`src/rtl/mult_4bit_seq.sv`:
```
// mult_4bit_seq: sequential 4x4 unsigned shift-add multiplier built around one adder_4bit stage

// adder_4bit: 4-bit ripple-carry adder stage
module adder_4bit (
  input  logic [3:0] in_a,
  input  logic [3:0] in_b,
  input  logic       carry_in,
  output logic [3:0] out,
  output logic       carry_out
);
  logic [4:0] w_c;
  assign w_c[0] = carry_in;
  for (genvar i = 0; i < 4; i++) begin : g_fa
    assign out[i]    = in_a[i] ^ in_b[i] ^ w_c[i];
    assign w_c[i+1]  = (in_a[i] & in_b[i]) | (w_c[i] & (in_a[i] ^ in_b[i]));
  end
  assign carry_out = w_c[4];
endmodule

module mult_4bit_seq (
  input  logic       clk,
  input  logic       reset_n,
  input  logic       start,
  input  logic [3:0] in_a,
  input  logic [3:0] in_b,
  output logic       busy,
  output logic       done,
  output logic [7:0] product
);
  typedef enum logic [1:0] {IDLE, CALC, DONE} state_t;
  state_t     r_state, w_next;
  logic [3:0] r_m, r_q, r_a, w_sum;
  logic       r_c, w_cout;
  logic [1:0] r_cnt;
  logic [4:0] w_ca;
  adder_4bit u_add (
    .in_a     (r_a),
    .in_b     (r_m),
    .carry_in (1'b0),
    .out      (w_sum),
    .carry_out(w_cout)
  );
  // r_c is always cleared by the shift, so the no-add path yields {0,A}
  assign w_ca = r_q[0] ? {w_cout, w_sum} : {r_c, r_a};
  // state register
  always_ff @(posedge clk or negedge reset_n) begin
    if (!reset_n) r_state <= IDLE;
    else          r_state <= w_next;
  end
  // next-state: accept in IDLE, four CALC steps, one DONE cycle
  always_comb begin
    w_next = r_state;
    case (r_state)
      IDLE:    w_next = start ? CALC : IDLE;
      CALC:    w_next = (r_cnt == 2'd3) ? DONE : CALC;
      DONE:    w_next = IDLE;
      default: w_next = IDLE;
    endcase
  end
  // datapath: capture operands, add-then-shift per step, publish product on the last step
  always_ff @(posedge clk or negedge reset_n) begin
    if (!reset_n) begin
      r_m     <= '0;
      r_q     <= '0;
      r_a     <= '0;
      r_c     <= 1'b0;
      r_cnt   <= '0;
      busy    <= 1'b0;
      done    <= 1'b0;
      product <= '0;
    end else begin
      case (r_state)
        IDLE: if (start) begin
          r_m   <= in_a;
          r_q   <= in_b;
          r_a   <= '0;
          r_c   <= 1'b0;
          r_cnt <= '0;
          busy  <= 1'b1;
        end
        CALC: begin
          r_a   <= w_ca[4:1];
          r_q   <= {w_ca[0], r_q[3:1]};
          r_c   <= 1'b0;
          r_cnt <= r_cnt + 2'd1;
          if (r_cnt == 2'd3) begin
            product <= {w_ca[4:1], w_ca[0], r_q[3:1]};
            done    <= 1'b1;
            busy    <= 1'b0;
          end
        end
        DONE:    done <= 1'b0;
        default: done <= 1'b0;
      endcase
    end
  end
endmodule
```
`config.mk`:
```
export PLATFORM = sky130hd
export DESIGN_NAME = mult_4bit_seq
export DESIGN_NICKNAME = d
export VERILOG_FILES = /design/src/rtl/mult_4bit_seq.sv
export SDC_FILE = /design/constraint.sdc
export NUM_CORES = 1
export LEC_CHECK = 0
export CAP_MARGIN = 20
export CORE_UTILIZATION = 44
export CTS_CLUSTER_SIZE = 14
export DETAILED_ROUTE_END_ITERATION = 8
export PLACE_DENSITY = 0.78
export SLEW_MARGIN = 20
export SYNTH_ARGS = -nofsm -noshare
export SYNTH_HDL_FRONTEND = slang
export SYNTH_SLANG_ARGS = --single-unit
```
`constraint.sdc`:
```
create_clock -name clk -period 4.53 [get_ports clk]
set_input_delay 0.453 -clock clk [delete_from_list [all_inputs] [get_ports clk]]
set_output_delay 0.453 -clock clk [all_outputs]
set_load 0.05 [all_outputs]
```
==> impl_results.md <==
- Nature of the critical path endpoint: register
- Logic pwr share: 48.2%
- Drt initial violations: 14
- Resize count post-CTS: 0
- Syn avg cell area: 12.4 um^2
- Final setup viols: 0
- Row count: 18
- GRT Util Overall: roughly 17%
- Synth Area in Compound Gates: between 10% and 20%
- Min Tclk post-route: 2300 ps
- Starting Density: 46.7%
- Die area: 2870 um^2
- WP data required: between 4000 and 5000 ps
- Worst r2r path cells: 6
- Placed cells: around 140
- Synth Register Bits: 26
- PD cells: 755 nW/um^2
- TritonCTS clock tree: done
- Utilization after layout: 55.8%
- Min-delay worst type: input pin to asynchronous set/reset pin
- Die H: 53.5 um
- Pre-CTS setup slack: 2260 ps
- Slowest-stage cell, CP: fa_1
- Power Internal: 0.596 mW
- Syn nets: 110
- Cts bufs inserted: 3
- Remaining Overflow, GRT: 0
- Final setup margin: 2230 ps
- Multi-input logic area: 460 um^2
- Max Fclk: 435 MHz
- TNS Setup: 0 ps
- Crit path cell chain: ha_1 -> fa_1 -> fa_1 -> fa_1 -> mux2i_1 -> o22ai_1
- Fin area: 1400 um^2
- Htree depth: 1
- Clk Latency, worst-skew pair: 330 ps
- Die W: 53.5 um
- Routability Congestion: 0.792
- Pins over their slew limit: 0
- Seq pwr share: about two fifths
- RSZ-0062 raised after global routing: false
- Peak supply drop: 0.445 mV
- Setup bufs post-CTS: 0
- Status: complete, no violations
- Final hold violations: 0
- Layout Cells excl Fill: 143
- Post-Synth Adder-Cell Area: ~7.3%
- Mean number of vias per cell: 5.32
- Worst Clk Skew: 11.2 ps
- Vias in the first global route: 768
- Xor/xnor share of the synthesized area: 0%
- Antenna violations before repair: 0
- CP Class: register to register
- Final ANT Viol Nets: 0
- Synth Instances: 94
- Post-synth design cell area: 1170 um^2
- Worst R2R Setup Slack: 2230 ps
- Final WL: 2070 um
- Simple-Gate Fraction of Synth Area: 9.74%
- Delay of the slowest critical-path stage: about 450 ps
- NetSw: 0.457 mW
- Max Cap Viol: 0
- Layout fillers: between 200 and 250
- First-pass GRT wire length: 3480 um
- Diodes inserted: 0
- Total area of sequential cells: 651 um^2
- Top delay family on crit path: adder cells
- Clk Tree Root Cell: clkbuf_4
- Final period util: 50.7%
- Clk network pwr share: between 10% and 20%
- CP max FO: 2
- Startpoint Class: register
- Largest family of logic cells by synthesized area: compound AO/OA/AOI/OAI gates
- Post-Place Cell Area: 1360 um^2
- WL/cell: 14.5 um
- Post-synthesis sequential area ratio: a little under three fifths
- Dpl hpwl: 1520 um
- CTS clk-pin slew, worst paths: 140 ps
- Net Sw Frac: 43.4%
- CP arrival: 2510 ps
- Post-layout nets: 130
- Area Growth Syn to Fin: 19.4%
- PortBufs: 20
- Critical path buffers and inverters: 0
- Worst slew margin: 62.0%
- Largest net degree at the start of global routing: 27
- Via count: about 760
- Clock buffer depth: 2
- Cts hold-fix bufs: 0
- Commonest cells after routing, fill and taps aside: 26 x dfrtp_1, 19 x clkdlybuf4s50_1, 16 x nand2_1
- DR pass1 iterations: 3
- Pleak: 0.626 nW
- Ports: 21
- Yosys warns: 0
- Reg2reg start: r_m[0]
- Core ar.: between 2000 and 2500 um^2
- RR Endpoint: r_a[2]
- Commonest non-fill, non-tap cell in the layout: dfrtp_1
- Least-Margin Pin Slew: 570 ps
- Mux share of post-synthesis cell area: 10.2%
- Synth cell types: 23
- Cell mode on critical path: fa_1
- DRC viols: 0
- Share of cells above drive strength 1: 12.4%
- Clock Sinks: 26
how the worst max path moves through the flow:
stage | from | to | slack, ps | depth (start not counted)
2_1_floorplan | r_m[0] | product[6] | 2430 | 6
3_3_place_gp | r_m[0] | r_a[2] | 2390 | 6
3_5_place_dp | r_m[0] | r_a[2] | 2260 | 6
4_1_cts | r_m[0] | r_a[2] | 2240 | 6
5_1_grt | r_m[0] | product[6] | 2140 | 6
6_report | r_m[0] | r_a[2] | 2230 | 6
cells by family after synthesis:
kind of cell / after synthesis
buffers and inverters: 9
AND/OR/NAND/NOR: 21
AO/OA/AOI/OAI: 23
flip-flops: 26
multiplexers: 10
adder cells (fa/ha/maj): 5
state kept, by name (all words and copies together), names as in the netlist:
| signal | count |
|---|---|
| r_q | 4 |
| r_m | 4 |
| r_a | 4 |
| r_state | 2 |
| done | 1 |
| busy | 1 |
| product | 8 |
| r_cnt | 2 |
area by class of cell:
type	count	share of cell area [%]
clock buffers	4	2.60
inverters	4	1.08
well taps	30	2.69
flip-flops and latches	26	46.6
multi-input cells	59	33.0
repair buffers	20	14.0
per-layer routing:
| layer | share of wire (%) | up-vias | track usage, % | wire, um |
|---|---|---|---|---|
| met5 | 0 | - | 0 | 0 |
| met1 | 46 | 381 | 22.4 | 959 |
| met3 | 2.1 | 5 | 1.69 | 44 |
| met4 | 2.2 | 0 | 7.89 | 46 |
| li1 | - | 361 | - | - |
| met2 | 49 | 14 | 28.5 | 1020 |
synth_stat cells:
master     count  area [um^2]
mux2i_1        4         40.0
buf_4          2         15.0
nor2b_4        2         27.5
clkbuf_2       1         5.00
a22oi_1        3         22.5
nand2b_1       1         6.26
nor4b_1        1         8.76
mux2_4         3         45.0
nand3b_2       1         11.3
o2bb2ai_1      1         8.76
buf_6          2         22.5
dfrtp_1       26          651
a21o_1         1         7.51
ha_1           2         25.0
fa_1           3         60.1
o21ai_1        2         10.0
inv_1          4         15.0
nand2_1       16         60.1
mux2_2         3         33.8
o22ai_1        4         25.0
o21ai_0        9         45.0
o21bai_1       2         15.0
a221oi_1       1         8.76
metrics by stage:
stage          hold slack (ps)  power (mW)
2_1_floorplan              157       0.809
3_3_place_gp               460       0.913
3_5_place_dp               472       0.944
4_1_cts                    508        1.06
5_1_grt                    135        1.13
6_report                  95.7        1.05
power groups by stage:
| stage | Sequential, mW | Clock, mW | Combinational, mW |
|---|---|---|---|
| floorplan | 0.529 | 0 | 0.280 |
| global placement | 0.423 | 0 | 0.491 |
| detailed placement | 0.433 | 0 | 0.511 |
| CTS | 0.429 | 0.119 | 0.513 |
| global route | 0.443 | 0.129 | 0.554 |
| finish | 0.428 | 0.118 | 0.507 |
Note: power is estimated with default switching activity, not from simulation.
